### src/rtl/tictac_pkg.sv
// Shared types and constants for the tic-tac-toe player front end.
// Tile k (1..9) lives at bit 9-k of the occupancy vectors.
package tictac_pkg;

    typedef enum logic [1:0] {
        IDLE  = 2'd0,
        ISSUE = 2'd1,
        WAIT  = 2'd2,
        OVER  = 2'd3
    } state_t;

    localparam logic PLAYER_X = 1'b1;
    localparam logic PLAYER_O = 1'b0;

    localparam logic [2:0] ST_RUN  = 3'd0;
    localparam logic [2:0] ST_XWIN = 3'd1;
    localparam logic [2:0] ST_OWIN = 3'd2;
    localparam logic [2:0] ST_DRAW = 3'd3;
    localparam logic [2:0] ST_BAD  = 3'd4;

    // Rows, columns, then both diagonals.
    localparam logic [7:0][8:0] WIN_LINES = {
        9'b111_000_000, 9'b000_111_000, 9'b000_000_111,
        9'b100_100_100, 9'b010_010_010, 9'b001_001_001,
        9'b100_010_001, 9'b001_010_100
    };

    function automatic logic [3:0] tile_to_bit(input logic [3:0] tile);
        return 4'd9 - tile;
    endfunction

endpackage

### src/rtl/auto_move_picker.sv
// Combinational move chooser for the automatic O player: win, then block,
// then centre, then lowest free tile. Ties go to the lowest-numbered tile.
module auto_move_picker
    import tictac_pkg::*;
(
    input  logic [8:0] own_i,
    input  logic [8:0] opp_i,
    output logic [3:0] tile_o,
    output logic       valid_o
);

    logic [8:0] free;
    logic [8:0] win_set;
    logic [8:0] blk_set;

    function automatic logic [3:0] lowest_tile(input logic [8:0] v);
        lowest_tile = 4'd0;
        for (int b = 0; b < 9; b++) begin
            if (v[b]) lowest_tile = 4'(9 - b);
        end
    endfunction

    always_comb begin
        free    = ~(own_i | opp_i);
        win_set = '0;
        blk_set = '0;
        // A free tile completes a line when the line's other two tiles are held.
        for (int b = 0; b < 9; b++) begin
            for (int l = 0; l < 8; l++) begin
                if (free[b] && WIN_LINES[l][b]) begin
                    if ((own_i & WIN_LINES[l]) == (WIN_LINES[l] & ~(9'b1 << b)))
                        win_set[b] = 1'b1;
                    if ((opp_i & WIN_LINES[l]) == (WIN_LINES[l] & ~(9'b1 << b)))
                        blk_set[b] = 1'b1;
                end
            end
        end

        valid_o = |free;
        if (|win_set)
            tile_o = lowest_tile(win_set);
        else if (|blk_set)
            tile_o = lowest_tile(blk_set);
        else if (free[tile_to_bit(4'd5)])
            tile_o = 4'd5;
        else
            tile_o = lowest_tile(free);
    end

endmodule

### src/rtl/turn_sequencer.sv
// Button-to-move front end for the tic-tac-toe game state block.
// Define AUTO_O_EN to let an on-chip picker play O after AUTO_DELAY_CYC idle cycles.
module turn_sequencer
    import tictac_pkg::*;
#(
    parameter int TIMEOUT_CYC    = 4,
    parameter int AUTO_DELAY_CYC = 8
) (
    input  logic       clk,
    input  logic       rst_n,
    input  logic       btn_left,
    input  logic       btn_right,
    input  logic       btn_place,
    input  logic [8:0] x_state,
    input  logic [8:0] o_state,
    input  logic [2:0] game_status,
    output logic       move,
    output logic       player,
    output logic [3:0] next_move,
    output logic [3:0] cursor,
    output logic       busy,
    output logic       reject,
    output logic       game_over
);

    localparam int CNT_W = (TIMEOUT_CYC > 1) ? $clog2(TIMEOUT_CYC) : 1;

    state_t             state_q,  state_d;
    logic [3:0]         cursor_q, cursor_d;
    logic [3:0]         tgt_q,    tgt_d;
    logic               player_q, player_d;
    logic               reject_q, reject_d;
    logic [CNT_W-1:0]   cnt_q,    cnt_d;

    logic [8:0] occ;
    logic [8:0] mover_vec;
    logic       game_end;
    logic       auto_turn;
    logic       auto_go;
    logic [3:0] pick_tile;

    assign occ       = x_state | o_state;
    assign mover_vec = player_q ? x_state : o_state;
    assign game_end  = (game_status == ST_XWIN) || (game_status == ST_OWIN) ||
                       (game_status == ST_DRAW);

`ifdef AUTO_O_EN
    localparam int AW = $clog2(AUTO_DELAY_CYC + 1);

    logic [AW-1:0] auto_cnt_q, auto_cnt_d;
    logic          pick_vld;

    auto_move_picker u_picker (
        .own_i   (o_state),
        .opp_i   (x_state),
        .tile_o  (pick_tile),
        .valid_o (pick_vld)
    );

    assign auto_turn = (player_q == PLAYER_O);
    assign auto_go   = (state_q == IDLE) && auto_turn && pick_vld &&
                       (auto_cnt_q == AW'(AUTO_DELAY_CYC - 1));

    // Saturates so a full board just parks here until the draw status arrives.
    always_comb begin
        auto_cnt_d = '0;
        if ((state_q == IDLE) && auto_turn && !auto_go) begin
            if (auto_cnt_q == AW'(AUTO_DELAY_CYC - 1))
                auto_cnt_d = auto_cnt_q;
            else
                auto_cnt_d = auto_cnt_q + AW'(1);
        end
    end

    always_ff @(posedge clk) begin
        if (!rst_n) auto_cnt_q <= '0;
        else        auto_cnt_q <= auto_cnt_d;
    end
`else
    logic unused_auto;

    assign auto_turn   = 1'b0;
    assign auto_go     = 1'b0;
    assign pick_tile   = 4'd0;
    assign unused_auto = (AUTO_DELAY_CYC > 0);
`endif

    always_comb begin
        state_d  = state_q;
        cursor_d = cursor_q;
        tgt_d    = tgt_q;
        player_d = player_q;
        reject_d = 1'b0;
        cnt_d    = cnt_q;

        unique case (state_q)
            IDLE: begin
                if (auto_turn) begin
                    if (auto_go) begin
                        tgt_d   = pick_tile;
                        state_d = ISSUE;
                    end
                end else if (btn_place) begin
                    if (occ[tile_to_bit(cursor_q)]) begin
                        reject_d = 1'b1;
                    end else begin
                        tgt_d   = cursor_q;
                        state_d = ISSUE;
                    end
                end else if (btn_right && !btn_left) begin
                    cursor_d = (cursor_q == 4'd9) ? 4'd1 : cursor_q + 4'd1;
                end else if (btn_left && !btn_right) begin
                    cursor_d = (cursor_q == 4'd1) ? 4'd9 : cursor_q - 4'd1;
                end
            end
            ISSUE: begin
                state_d = WAIT;
                cnt_d   = '0;
            end
            WAIT: begin
                if (mover_vec[tile_to_bit(tgt_q)]) begin
                    player_d = ~player_q;
                    state_d  = IDLE;
                end else if ((game_status == ST_BAD) ||
                             (cnt_q == CNT_W'(TIMEOUT_CYC - 1))) begin
                    reject_d = 1'b1;
                    state_d  = IDLE;
                end else begin
                    cnt_d = cnt_q + CNT_W'(1);
                end
            end
            OVER: begin
                state_d = OVER;
            end
            default: state_d = IDLE;
        endcase

        // A finished game wins over whatever the current state decided.
        if (game_end) begin
            state_d  = OVER;
            reject_d = 1'b0;
        end
    end

    always_ff @(posedge clk) begin
        if (!rst_n) begin
            state_q  <= IDLE;
            cursor_q <= 4'd5;
            tgt_q    <= 4'd0;
            player_q <= PLAYER_X;
            reject_q <= 1'b0;
            cnt_q    <= '0;
        end else begin
            state_q  <= state_d;
            cursor_q <= cursor_d;
            tgt_q    <= tgt_d;
            player_q <= player_d;
            reject_q <= reject_d;
            cnt_q    <= cnt_d;
        end
    end

    assign move      = (state_q == ISSUE);
    assign next_move = move ? tgt_q : 4'd0;
    assign player    = player_q;
    assign cursor    = cursor_q;
    assign busy      = (state_q == ISSUE) || (state_q == WAIT);
    assign reject    = reject_q;
    assign game_over = (state_q == OVER);

endmodule

### config.mk
export PLATFORM = sky130hd
export DESIGN_NAME = turn_sequencer
export DESIGN_NICKNAME = d
export VERILOG_FILES = /design/src/rtl/tictac_pkg.sv /design/src/rtl/auto_move_picker.sv /design/src/rtl/turn_sequencer.sv
export SDC_FILE = /design/constraint.sdc
export NUM_CORES = 1
export LEC_CHECK = 0
export CELL_PAD_IN_SITES_DETAIL_PLACEMENT = 1
export CELL_PAD_IN_SITES_GLOBAL_PLACEMENT = 1
export CORE_ASPECT_RATIO = 2
export CORE_MARGIN = 4
export CORE_UTILIZATION = 36
export DETAILED_ROUTE_END_ITERATION = 12
export GPL_TIMING_DRIVEN = 0
export PLACE_DENSITY_LB_ADDON = 0.1
export SYNTH_ARGS = -nofsm -noshare
export SYNTH_HDL_FRONTEND = slang
export SYNTH_SLANG_ARGS = --single-unit
### constraint.sdc
create_clock -name clk -period 3.9 [get_ports clk]
set_input_delay 0.39 -clock clk [delete_from_list [all_inputs] [get_ports clk]]
set_output_delay 0.39 -clock clk [all_outputs]
set_load 0.005 [all_outputs]
* After elaboration in Yosys (flattened, before gate mapping)
Index checks and enable logic that the tools add are counted.
Widths: inputs -> output; s select.
** Storage, ports and cells
- Flip-flop bits (word level) :: 14
- Output and inout port bits :: 13
- Logic and storage cells :: 74
** Operators by class
- Add/sub/neg operators :: 5
- Magnitude comparators :: 2
- Equality and inequality tests :: 15
- Muxes and demuxes :: 24
- Bitwise operators :: 5
- Reductions and logical operators :: 17
** Operator list (count)
- $mux 4 :: 5
- $mux 2 :: 7
- $reduce_and 3->1 :: 4
- $lt 4x5->1 const B :: 2
- $mux 9 :: 1
- $or 9x9->9 :: 1
- $bmux 1 s4 :: 2
- $pmux 2 s4 :: 1
- $sub 4x4->4 const A :: 2
- $eq 2x2->1 const B :: 3
- $eq 3x2->1 const B :: 2
- $mux 1 :: 6
- $ne 3x3->1 const B :: 2
- $add 4x1->4 const B :: 1
- $eq 4x1->1 const B :: 1
- $eq 4x4->1 const B :: 1
- $logic_or 1x1->1 :: 4
- $ne 2x2->1 const B :: 2
- $ne 4x4->1 const B :: 1
- $not 1->1 :: 4
- $pmux 2 s2 :: 1
- $reduce_bool 2->1 :: 2
- $sub 4x1->4 const B :: 1
- $eq 3x1->1 const B :: 1
- other kinds (9) :: 11

* Logic depth before layout (Yosys ltp)
Gate-level depths: netlist of run 1.
- Depth after elaboration :: 7
- Depth in mapped cells :: 8
- Gate-level depth less buffers :: 8

* Worst setup path before layout of run 1
OpenSTA, ideal clock, no wires.
- Path kind :: reg-to-reg
- Start point :: register cursor_q[1], in the netlist cursor[1]
- End point :: register state_q[0]
- Arrival :: 1986 ps
- Required time :: 3772 ps
- Path slack :: 1786 ps
- Stages on the path, launching flop included :: 8
- Buffers on the path :: 0
- Cells stage by stage :: dfxtp_1 inv_1 ha_1 o41ai_1 nor3b_1 o311a_1 a211oi_1 a311oi_1
** On the way
- Cells in the longest elaborated chain, start to end :: 5
** Ends and longest elaborated chain
- start: declaration :: RTL line turn_sequencer.sv:29 : logic [3:0] cursor_q, cursor_d;
- start signal: assignment :: RTL line turn_sequencer.sv:155 : cursor_q <= cursor_d;
- $sub 4x4->4 :: RTL line tictac_pkg.sv:29 : return 4'd9 - tile;
- $bmux 1 s4 :: RTL line turn_sequencer.sv:104 : if (occ[tile_to_bit(cursor_q)]) begin
- $mux 1 (not written as such) :: RTL line turn_sequencer.sv:104
- $ne 3x3->1 (no line)
- $reduce_and 3->1 (no line)
- end signal: assignment :: RTL line turn_sequencer.sv:154 : state_q <= state_d;
- end: declaration :: RTL line turn_sequencer.sv:28 : state_t state_q, state_d;
Every way passes these cells. The select of a mux whose other input is x is not followed.
A chain may end at the register's enable or synchronous reset.

* Final worst setup path of run 1
Same ends and word-level chain as after synthesis.

==> impl_metrics.yaml, run 1 <==
floorplanning:
  placementRows: 30
  dieArea_um2: 4690
  num_io_pins: 39
  core_um2: 3450
  fp.dieH_um: 93.0
  die_x_um: 50.5
  start_util_pct: 37.6
layout:
  diodes: 0
  stdcell_count: 257
  areaGrowthSynthToFinish_pct: 38.1
  nets: 249
  drive_gt1_share_pct: 9.09
hold_path:
  whs_path_depth: 2
  min_from: "tgt_q[2]"
  min_path_type: "reg2reg"
  min_to: "tgt_q[2]"
worst_setup_path:
  required_ns: 4.03
  worstSetupEndpointType: "flip-flop"
  cp.arrival_ns: 2.71
  start_kind: "flip-flop"
  ff2ff_setup_slack_ns: 1.32
  path_max_fanout: 11
  r2r_cells: 8
  timing.rr.start: "cursor[1]"
  crit_start: "cursor[1]"
  r2r-end: "state_q[0]"
  worst-setup-path-type: "reg2reg"
synth:
  synthArstFlopShare_pct: 0
  synth_area_um2: 1300
  syn_nets: 206
  yosys-top-cells-area: "dfxtp_1 22%, ha_1 13%, nor2_1 5.8%"
  yosys.area.top_type_share_pct: 21.6
  synth_cell_types: 48
  seq_area_frac_synth_pct: 21.6
  ys.flop_type: "dfxtp_1"
  yosysWarnings: 0
  synth-seq-cells: 14
  synth_edf_count: 0
  synth_top_cell_by_area: "dfxtp_1"
  syn_avg_cell_area_um2: 7.78
  netlist_instances: 167
global_route:
  grtUsageTotal_pct: 20.3
  use_met1_pct: 18.4
  grt_max_degree: 12
  grt-ovfl-total: 0
  use_met3_pct: 2.07
  grt_pass1_vias: 1618
  grt_pass1_wl_mm: 7.33
  grt-busiest-layer: "met2"
  met2_usage_pct: 41.4
  antenna_found_initial: 0
clock_network:
  clock_sinks: 14
  cts-root-buf: "clkbuf_8"
  cts_buffers: 3
  path_clk_slew_ns: 0.06
  holdBufCountCts: 0
  postCtsSetupRepairBufs: 0
  htreeDepth: 1
  clockBufferDepth: 2
  cts_tree: "yes"
  clk_latency_ns: 0.25
  cts_resized: 0
pwr:
  p_per_area_nw_per_um2: 317
  leakage_nw: 0.712
  p_total_mw: 0.569
  ir_drop_uv: 235
timing:
  skew_ns: 0.000230
  relSlewSlack_pct: 67.8
  whs_ns: 0.528
  fin_crit_ns: 2.58
  rsz0062_at_grt: "no"
  period_share_pct: 66.2
  setup_viol: 0
  tns_ns: 0
  drv_slew: 0
  worst_pin_slew_ns: 0.480
  maxClockFrequency_mhz: 387
  hold_viol: 0
route:
  first_pass_iters: 4
  drc_errors: 0
  viasPerCell: 5.53
  ant_nets: 0
  drt_wl_total_mm: 4.45
  drt_iter0_drc: 26
  vias: 1421
  wl_per_cell_um: 17.3
job:
  cap_violations: 0
placed_design:
  gp_congestion: 0.828
  port_buffers: 38
  hpwl_mm: 3.67
  place_inst: 253
outcome:
  status: "finished, final reports clean"
-- worst max-delay path by stage --
stage / endpoint / cells past startpoint
detailed placement: state_q[0] / 8
CTS: state_q[0] / 8
global route: state_q[0] / 8
floorplan: state_q[0] / 7
finish: state_q[0] / 8
global placement: reject / 8
-- critical path, stage by stage, from the launching register on --
cell and delay (ns):
dfxtp_1 0.57, inv_1 0.16, ha_1 0.40, nand2b_1 0.10, o32ai_1 0.37, nor3b_1 0.14, o311a_1 0.38, a211oi_1 0.27
a311oi_1 0.08
-- cells by family after synthesis --
kind of cell | synth area share [%]
and+or+nand+nor | 23.4
buffers and inverters | 5.58
DFF | 21.6
adders and majority gates | 12.5
AOI/OAI and AO/OA | 25.9
muxes | 9.05
xor gates and xnor gates | 2.02
-- state kept, by name, indices dropped and copies added (netlist names) --
register / flops
player: 1
cnt_q: 2
state_q: 2
tgt_q: 4
cursor: 4
reject: 1
-- Yosys cell counts (2+ instances only) --
| master | instances |
|---|---|
| nor2_1 | 20 |
| dfxtp_1 | 14 |
| a31oi_1 | 2 |
| xor2_1 | 2 |
| o21ai_0 | 12 |
| a21o_1 | 3 |
| a21oi_1 | 12 |
| or2_2 | 2 |
| mux2i_1 | 5 |
| mux4_2 | 2 |
| a31o_2 | 2 |
| a211oi_1 | 2 |
| and2_1 | 6 |
| mux2_2 | 2 |
| ha_1 | 13 |
| nand3_1 | 8 |
| inv_1 | 13 |
| nand2b_1 | 2 |
| o211ai_1 | 2 |
| nor2b_1 | 2 |
| nor3_1 | 3 |
| nand2_1 | 11 |
| a22o_1 | 2 |
-- routing by layer --
metal	vias to the layer above	routed length, um
met5	-	0
met1	689	1560
met4	0	125
met3	11	148
li1	689	-
met2	32	2620
-- per-stage QoR --
step / utilization, % / setup slack, ns / area [um2]
2_1_floorplan: - / 1.79 / 1300
3_3_place_gp: 50.4 / 1.38 / 1740
4_1_cts: 52.0 / 1.31 / 1800
5_1_grt: 52.0 / 1.09 / 1800
6_report: 52.0 / 1.32 / 1800
3_5_place_dp: 50.4 / 1.33 / 1740
-- placed cells by master (no fill, tap or decap), types with 4 or more instances in the layout --
master	netlist	layout
a21oi_1	12	12
and2_1	6	6
clkbuf_8	0	4
clkdlybuf4s50_1	0	38
dfxtp_1	14	14
ha_1	13	13
inv_1	13	13
mux2i_1	5	5
nand2_1	11	11
nand3_1	8	8
nor2_1	20	20
o21ai_0	12	12
-- cell type report --
type | count | area [um2]
Fill cell | 453 | 1660
Clock buffer | 4 | 55.1
Timing Repair Buffer | 38 | 380
Tap cell | 48 | 60.1
Multi-Input combinational cell | 136 | 947
Inverter | 14 | 52.6
Sequential cell | 14 | 280
Buffer | 3 | 20.0
-- where the power goes --
| group | switching [mW] | internal [mW] | total, mW | leakage [nW] |
|---|---|---|---|---|
| sequential | 0.0171 | 0.156 | 0.173 | 0.114 |
| clock | 0.0542 | 0.0897 | 0.144 | 0.0288 |
| combinational | 0.134 | 0.118 | 0.252 | 0.569 |
| total | 0.206 | 0.363 | 0.569 | 0.712 |
(Power assumes the default switching activity.)
==> run 2, diff against run 1 <==
--- a/config.mk
+++ b/config.mk
@@ -9,7 +9,7 @@
 export CELL_PAD_IN_SITES_GLOBAL_PLACEMENT = 1
 export CORE_ASPECT_RATIO = 2
 export CORE_MARGIN = 4
-export CORE_UTILIZATION = 36
+export CORE_UTILIZATION = 30
 export DETAILED_ROUTE_END_ITERATION = 12
 export GPL_TIMING_DRIVEN = 0
 export PLACE_DENSITY_LB_ADDON = 0.1
==> constraint.sdc (replaced) <==
create_clock -name clk -period 2.13 [get_ports clk]
set_input_delay 0.213 -clock clk [delete_from_list [all_inputs] [get_ports clk]]
set_output_delay 0.213 -clock clk [all_outputs]
set_load 0.005 [all_outputs]
==> run 2 against run 1 <==
Clock power increased by 80%. Total power increased by 92%. Maximum frequency increased by 21%. Critical endpoint unchanged. Largest cell class unchanged.
==> impl_metrics.yaml, run 2 (synthesized netlist as in run 1, its figures left out) <==
pwr:
  ir_drop_uv: 318
  internal-power_mw: 0.698
  leakage_nw: 0.760
  combPwrFrac_pct: 47.9
  p_sw_share_pct: 36.2
  p_seq_share_pct: 28.5
  p_per_area_nw_per_um2: 563
  p_sw_mw: 0.397
  clockPowerShare_pct: 23.6
placed_design:
  port_buffers: 38
  gp_congestion: 0.768
  post-place-ws_ns: -0.429
  hpwl_mm: 3.74
clock_network:
  holdBufCountCts: 0
  path_clk_slew_ns: 0.06
  cts_buffers: 3
  clockBufferDepth: 2
  cts_tree: "yes"
  clock_sinks: 14
  htreeDepth: 1
  cts-root-buf: "clkbuf_8"
  clk_latency_ns: 0.24
hold_path:
  min_to: "cnt_q[0]"
  min_from: "cnt_q[0]"
  whs_path_depth: 2
  min_path_type: "reg2reg"
global_route:
  grt_max_degree: 11
  use_met3_pct: 1.63
  use_met1_pct: 18.4
  grtUsageTotal_pct: 18.3
  grt_pass1_wl_mm: 7.55
  antenna_found_initial: 0
  grt-ovfl-total: 0
  met2_usage_pct: 35.8
  grt-busiest-layer: "met2"
  grt_pass1_vias: 1587
worst_setup_path:
  worstSetupEndpointType: "flip-flop"
  cp.arrival_ns: 2.25
  ff2ff_setup_slack_ns: 0.005
  r2r-end: "state_q[0]"
  crit_family: "simple AND/OR/NAND/NOR gates"
  r2r_cells: 7
  critPathMaxStageDelay_ns: 0.56
  start_kind: "flip-flop"
  path_max_fanout: 6
  path_buf_inv: 1
  worst-setup-path-type: "reg2reg"
  crit_path_cell_trace: "buf_6 -> mux4_2 -> nor2_4 -> o31ai_4 -> or3_4 -> a211oi_2 -> a311oi_1"
  required_ns: 2.25
  timing.rr.start: "player"
  critical-path-slowest-cell: "mux4_2"
timing:
  drv_slew: 0
  worst_slack_ns: 0.00468
  worst_pin_slew_ns: 0.451
  fin_crit_ns: 2.13
  rsz0062_at_grt: "yes"
  setup_viol: 0
  relSlewSlack_pct: 69.7
  maxClockFrequency_mhz: 471
  period_share_pct: 99.8
  skew_ns: 0.00155
  hold_viol: 0
layout:
  layout_commonest_cell: "clkdlybuf4s50_1"
  fillerInstances: 523
  areaGrowthSynthToFinish_pct: 49.5
  diodes: 0
  postLayoutCoreUtil_pct: 47.1
  nets: 254
  layout_common_cells: "38 x clkdlybuf4s50_1, 19 x nor2_1, 12 x inv_1, 12 x o21ai_0"
  drive_gt1_share_pct: 19.2
floorplanning:
  fp.dieH_um: 101
  core_um2: 4130
  start_util_pct: 31.5
  dieArea_um2: 5510
  die_x_um: 54.5
  placementRows: 33
  num_io_pins: 39
route:
  ant_nets: 0
  drt_wl_total_mm: 4.61
  vias: 1469
  viasPerCell: 5.52
  drt_iter0_drc: 39
  drc_errors: 0
  wl_per_cell_um: 17.3
  first_pass_iters: 4
outcome:
  status: "finished, final reports clean"
job:
  cap_violations: 0
## run 2: cell count changes in the layout (fill, tap and decap cells not counted), sizes merged
cell	change
buf	+6
clkbuf	-1
## run 2: layout make-up
cell class                      count  area (um2)  area share (%)
Buffer                              2        18.8           0.966
Clock buffer                        4        55.1            2.83
Inverter                           14        52.6            2.70
Multi-Input combinational cell    136        1030            53.3
Sequential cell                    14         292            15.0
Tap cell                           52        65.1            3.35
Timing Repair Buffer               44         425            21.9
## run 2: timing repair
item | CTS | global route
pin swaps | 4 | 8
hold endpoints to repair | 0 | 0
buffers inserted | 2 | 4
cloned | 0 | 0
resized for setup | 18 | 5
setup endpoints to repair | 10 | 6
## run 2: stage by stage
step | power (mW) | setup TNS [ns] | std cells | hold slack (ns) | area [um2]
final | 1.09 | 0 | 266 | 0.505 | 1940
after global placement | 0.770 | -2.64 | 257 | 0.485 | 1750
after detailed placement | 0.786 | -3.20 | 257 | 0.498 | 1750
after global routing | 1.17 | -0.129 | 266 | 0.538 | 1940
after floorplan | 0.588 | 0 | 167 | 0.275 | 1300
after CTS | 1.09 | 0 | 263 | 0.508 | 1900
## run 2: worst max-delay path by stage
stage                     startpoint  slack [ns]          to  cells after the start
after floorplan            cursor[1]        0.02  state_q[0]                      7
after global placement     cursor[1]       -0.37  state_q[0]                      8
after detailed placement   cursor[1]       -0.43  state_q[0]                      8
after CTS                  cursor[2]        0.01  state_q[0]                      8
after global routing          player       -0.09  state_q[0]                      7
final                         player       0.005  state_q[0]                      7
## run 2: metal layers
layer / up-vias / part of all wire [%]
met5: - / 0
li1: 703 / -
met4: 0 / 3.0
met3: 11 / 3.1
met2: 37 / 58
met1: 718 / 36
## run 2: worst reg2reg max path: cells and delay by family, from the launching register on
kind	cells	cell delay, ns
AND/OR/NAND/NOR	2	0.59
multiplexers	1	0.56
AO/OA/AOI/OAI	3	0.39
flip-flops	1	0.33
buffers and inverters	1	0.12
## run 2: power by group through the flow
stage	Sequential [mW]	Combinational, mW	Clock (mW)
3_5_place_dp	0.322	0.464	0
5_1_grt	0.315	0.583	0.276
2_1_floorplan	0.311	0.277	0
3_3_place_gp	0.321	0.449	0
4_1_cts	0.310	0.515	0.267
6_report	0.312	0.524	0.259
==> run 3, diff against run 2 <==
--- a/config.mk
+++ b/config.mk
@@ -10,9 +10,11 @@
 export CORE_ASPECT_RATIO = 2
 export CORE_MARGIN = 4
 export CORE_UTILIZATION = 30
+export CTS_CLUSTER_SIZE = 16
 export DETAILED_ROUTE_END_ITERATION = 12
 export GPL_TIMING_DRIVEN = 0
 export PLACE_DENSITY_LB_ADDON = 0.1
 export SYNTH_ARGS = -nofsm -noshare
 export SYNTH_HDL_FRONTEND = slang
+export SYNTH_HIERARCHICAL = 1
 export SYNTH_SLANG_ARGS = --single-unit
==> results of run 3 <==
Same layout as run 2: the final DEF is identical, and so are final timing and power.
Among the figures that moved: Yosys warning count 0 -> 6
==> patch 1: new RTL, config.mk and constraints of run 3 <==
Change the parameter `TIMEOUT_CYC` from 4 to 8.
--- a/src/rtl/turn_sequencer.sv
+++ b/src/rtl/turn_sequencer.sv
@@ -3,7 +3,7 @@
 module turn_sequencer
     import tictac_pkg::*;
 #(
-    parameter int TIMEOUT_CYC    = 4,
+    parameter int TIMEOUT_CYC    = 8,
     parameter int AUTO_DELAY_CYC = 8
 ) (
     input  logic       clk,
Formal check against the unedited RTL: not equivalent (Yosys sat finds a counterexample within 10 cycles, from zero or initial values and one cycle with rst_n low).
==> patch 1 against run 3 <==
Synthesized area is 9.6% higher. Cell area rose by 11%. Wire length rose by 7.1%. Via count grew 4.1%. Die area rose by 8.5%. Hold slack better by 0.0062 ns. First-iteration DRC count grew 15%. Clock power decreased by 12%. Worst setup slack gained 0.066 ns. Sequential cell count is 1 higher. Power increased by 6.1%. Sequential share of layout area down 0.55 points. Largest power group unchanged.
==> patch 1: results (changes against run 3) <==
maximum ir drop on the vdd rail=0.000462 V (was 0.000318 V); Critical R2R Launch=tgt_q[1]$_SDFFE_PN0P_ (was player$_SDFFE_PN1P_); iteration-0 DRC count of the detailed router=45 (was 39); post-synthesis cell count=174 (was 167); detailed route wirelength on metal2=3020 um (was 2650 um); total routed wire length on the met1 layer=1700 um (was 1670 um); wire length of the first global-routing pass=8340 um (was 7550 um); slowest library cell on the worst path=sky130_fd_sc_hd__o41ai_4 (was sky130_fd_sc_hd__mux4_2); Worst Hold Slack=0.511 ns (was 0.505 ns); crit path DAT=2.20 ns (was 2.25 ns); power per cell area=539 mW/mm^2 (was 563 mW/mm^2); nets in the synthesized netlist=214 (was 206); met1 track utilization from global routing=0.172 (was 0.184); Compound-Gate Fraction of Synth Area=0.257 (was 0.259); Slowest Stage Delay on Critical Path=0.37 ns (was 0.56 ns); number of inserted filler cells in the final layout=560 (was 523); post-synthesis mux area share=0.0825 (was 0.0905); post-synthesis share of cell area spent on xor and xnor gates=0.0184 (was 0.0202); final layout net count=268 (was 254); Clock Skew=0.00125 ns (was 0.00155 ns); post-cts gate resize count=16 (was 18); number of cells traversed by the worst register-to-register path=9 (was 7); met3 wire length=157 um (was 144 um); number of vias in the routed layout=1,529 (was 1,469); sequential element share of the synthesized area=0.211 (was 0.216); fraction of layout instances using a drive strength above 1=0.233 (was 0.192); reg-to-reg critical path endpoint=state_q[1]$_SDFFE_PN0P_ (was state_q[0]$_SDFFE_PN0P_); Clock Latency Late Sink=0.25 ns; synth top area cells=sky130_fd_sc_hd__dfxtp_1, sky130_fd_sc_hd__ha_1, sky130_fd_sc_hd__nor2_1 (unchanged); routing usage on met2=0.360 (was 0.358); CP max FO=5 (was 6); worst setup slack after placement=-0.326 ns (was -0.429 ns); Worst Hold Endpoint=tgt_q[2]$_SDFFE_PN0P_ (was cnt_q[0]$_SDFFE_PN0P_); Least-Margin Pin Slew=0.490 ns (was 0.451 ns); status=complete, no violations (unchanged); global placement routability congestion=0.846 (was 0.768); number of buffers added for setup after CTS=7 (was 2); post-place instance area=0.00191 sq mm (was 0.00175 sq mm); arithmetic-cell share of the synthesized area counting full adders, half adders and majority gates=0.123 (was 0.125); routed wire length=4930 um (was 4610 um); part of the total power dissipated in sequential elements=0.283 (was 0.285); Crit path max-delay family=compound AO/OA/AOI/OAI gates (was simple AND/OR/NAND/NOR gates); GRT Resource Usage Total=0.174 (was 0.183); leakage power figure=0.824 nW (was 0.760 nW); number of non-filler instances in the completed layout=282 (was 266)
==> patch 1: changes by cell type after synthesis, moves of 2 or more <==
cell                       delta
sky130_fd_sc_hd__nand3b_1     +3
sky130_fd_sc_hd__o211ai_1     +2
sky130_fd_sc_hd__nor3_1       +3
sky130_fd_sc_hd__o311ai_1     +2
sky130_fd_sc_hd__nand2_1      -2
sky130_fd_sc_hd__nand2b_1     +2
sky130_fd_sc_hd__nor2_1       -2
sky130_fd_sc_hd__a21oi_1      -3
==> patch 1: cell type report <==
| cell class | count | area [sq um] | area share |
|---|---|---|---|
| multi-input cells | 140 | 1170 | 0.543 |
| repair buffers | 49 | 463 | 0.215 |
| flip-flops and latches | 15 | 312 | 0.145 |
| well taps | 55 | 68.8 | 0.0319 |
| inverters | 14 | 55.1 | 0.0255 |
| clock buffers | 4 | 45.0 | 0.0209 |
| plain buffers | 5 | 42.5 | 0.0197 |
==> patch 2: new RTL, flow settings as in run 3 <==
Without the edit above. Re-encode `state_t` (4 states) as Gray code, 2 bits wide.
--- a/src/rtl/tictac_pkg.sv
+++ b/src/rtl/tictac_pkg.sv
@@ -3,10 +3,10 @@
 package tictac_pkg;
 
     typedef enum logic [1:0] {
-        IDLE  = 2'd0,
-        ISSUE = 2'd1,
-        WAIT  = 2'd2,
-        OVER  = 2'd3
+        IDLE  = 2'b00,
+        ISSUE = 2'b01,
+        WAIT  = 2'b11,
+        OVER  = 2'b10
     } state_t;
 
     localparam logic PLAYER_X = 1'b1;
Behaviour: same outputs for any inputs over 10 cycles, from zero or initial values and one cycle with rst_n low; not proved beyond that.
==> patch 2 against run 3 <==
The flow now finishes with violations (negative setup slack). Cell area is 1.9% higher. Wire length is 3.8% lower. Synthesized area is 0.29% lower. Die area is 0.25% lower. Power is 4.4% lower. Worst setup slack worse by 0.015 ns. Sequential share of layout area is 0.41 points lower. Global-route usage is 0.50 points lower. Sequential cell count stayed put. Largest cell class unchanged.
==> patch 2: results (changes against run 3) <==
number of buffers added for setup after CTS=4 (was 2); top cell type's share of synthesized area=0.216 (about the same); post-place instance area=0.00176 sq mm (was 0.00175 sq mm); area of combinational cells with multiple inputs=0.00103 sq mm (about the same); fraction of area in clock buffers and inverters=0.0208 (was 0.0283); status=complete, but fails checks (was complete, no violations); synth top area cells=sky130_fd_sc_hd__dfxtp_1, sky130_fd_sc_hd__ha_1, sky130_fd_sc_hd__a21oi_1 (was sky130_fd_sc_hd__dfxtp_1, sky130_fd_sc_hd__ha_1, sky130_fd_sc_hd__nor2_1); routed via count divided by cell count=5.33 (was 5.52); Crit path max-delay family=compound AO/OA/AOI/OAI gates (was simple AND/OR/NAND/NOR gates); number of non-filler instances in the completed layout=261 (was 266); multi-input gates=126 (was 136); reg-to-reg critical path endpoint=state_q[1]$_SDFFE_PN0P_ (was state_q[0]$_SDFFE_PN0P_); total routed wire length on the met1 layer=1580 um (was 1670 um); Finish-stage setup viols=1 (was 0); failing checks=negative setup slack; Non-clock buffering overhead=0.250 (was 0.229); estimated wirelength of the detail-placed design=3540 um (was 3740 um); cell types with the highest counts after synthesis=sky130_fd_sc_hd__dfxtp_1, sky130_fd_sc_hd__inv_1 (was sky130_fd_sc_hd__nor2_1, sky130_fd_sc_hd__dfxtp_1, sky130_fd_sc_hd__ha_1, sky130_fd_sc_hd__inv_1); GRT Resource Usage Total=0.178 (was 0.183); buffers outside the clock class=52 (was 46); post-synthesis cell count=158 (was 167); startpoint of the lowest-slack hold path=cnt_q[1]$_SDFFE_PN0P_ (was cnt_q[0]$_SDFFE_PN0P_); FF/Latch Area=289 sq um (was 292 sq um); wire length of the first global-routing pass=7370 um (was 7550 um); vias in the first global route=1,558 (was 1,587); Worst Hold Endpoint=cnt_q[1]$_SDFFE_PN0P_ (was cnt_q[0]$_SDFFE_PN0P_); final worst setup slack=-0.0103 ns (was 0.00468 ns); number of inserted filler cells in the final layout=515 (was 523)
==> patch 2: logic make-up after synthesis <==
logic type / after synthesis / synth area share
simple gates: 58 / 0.265
compound gates: 45 / 0.232
buf+inv: 18 / 0.0618
flops: 14 / 0.216
fa+ha+maj: 12 / 0.116
mux: 8 / 0.0888
xor+xnor: 3 / 0.0203
==> patch 2: report_power, final <==
group / internal [W] / total [W] / switching, W
clock: 0.000125 / 0.000212 / 0.0000867
sequential: 0.000286 / 0.000315 / 0.0000295
combinational: 0.000268 / 0.000520 / 0.000251
==> patch 2: worst register-to-register path: stages (launching register included) <==
cell                       delay (ns)
sky130_fd_sc_hd__dfxtp_2         0.34
sky130_fd_sc_hd__buf_8           0.13
sky130_fd_sc_hd__inv_6           0.04
sky130_fd_sc_hd__ha_4            0.26
sky130_fd_sc_hd__o41ai_2         0.33
sky130_fd_sc_hd__and4bb_2        0.31
sky130_fd_sc_hd__o311ai_4        0.36
sky130_fd_sc_hd__o32a_1          0.21
sky130_fd_sc_hd__a21oi_1         0.06
==> patch 2: worst max path at each step <==
stage | start | endpoint | slack (ns) | cells past startpoint
floorplan | cursor[1]$_SDFFE_PN0P_ | state_q[0]$_SDFFE_PP0P_ | 0.005 | 8
global placement | cursor[1]$_SDFFE_PN0P_ | state_q[0]$_SDFFE_PP0P_ | -0.22 | 9
detailed placement | cursor[1]$_SDFFE_PN0P_ | state_q[0]$_SDFFE_PP0P_ | -0.30 | 8
CTS | player$_SDFFE_PN1P_ | cnt_q[0]$_SDFFE_PN0P_ | -0.04 | 7
global route | player$_SDFFE_PN1P_ | cnt_q[0]$_SDFFE_PN0P_ | -0.09 | 8
finish | cursor[1]$_SDFFE_PN0P_ | state_q[1]$_SDFFE_PN0P_ | -0.01 | 8
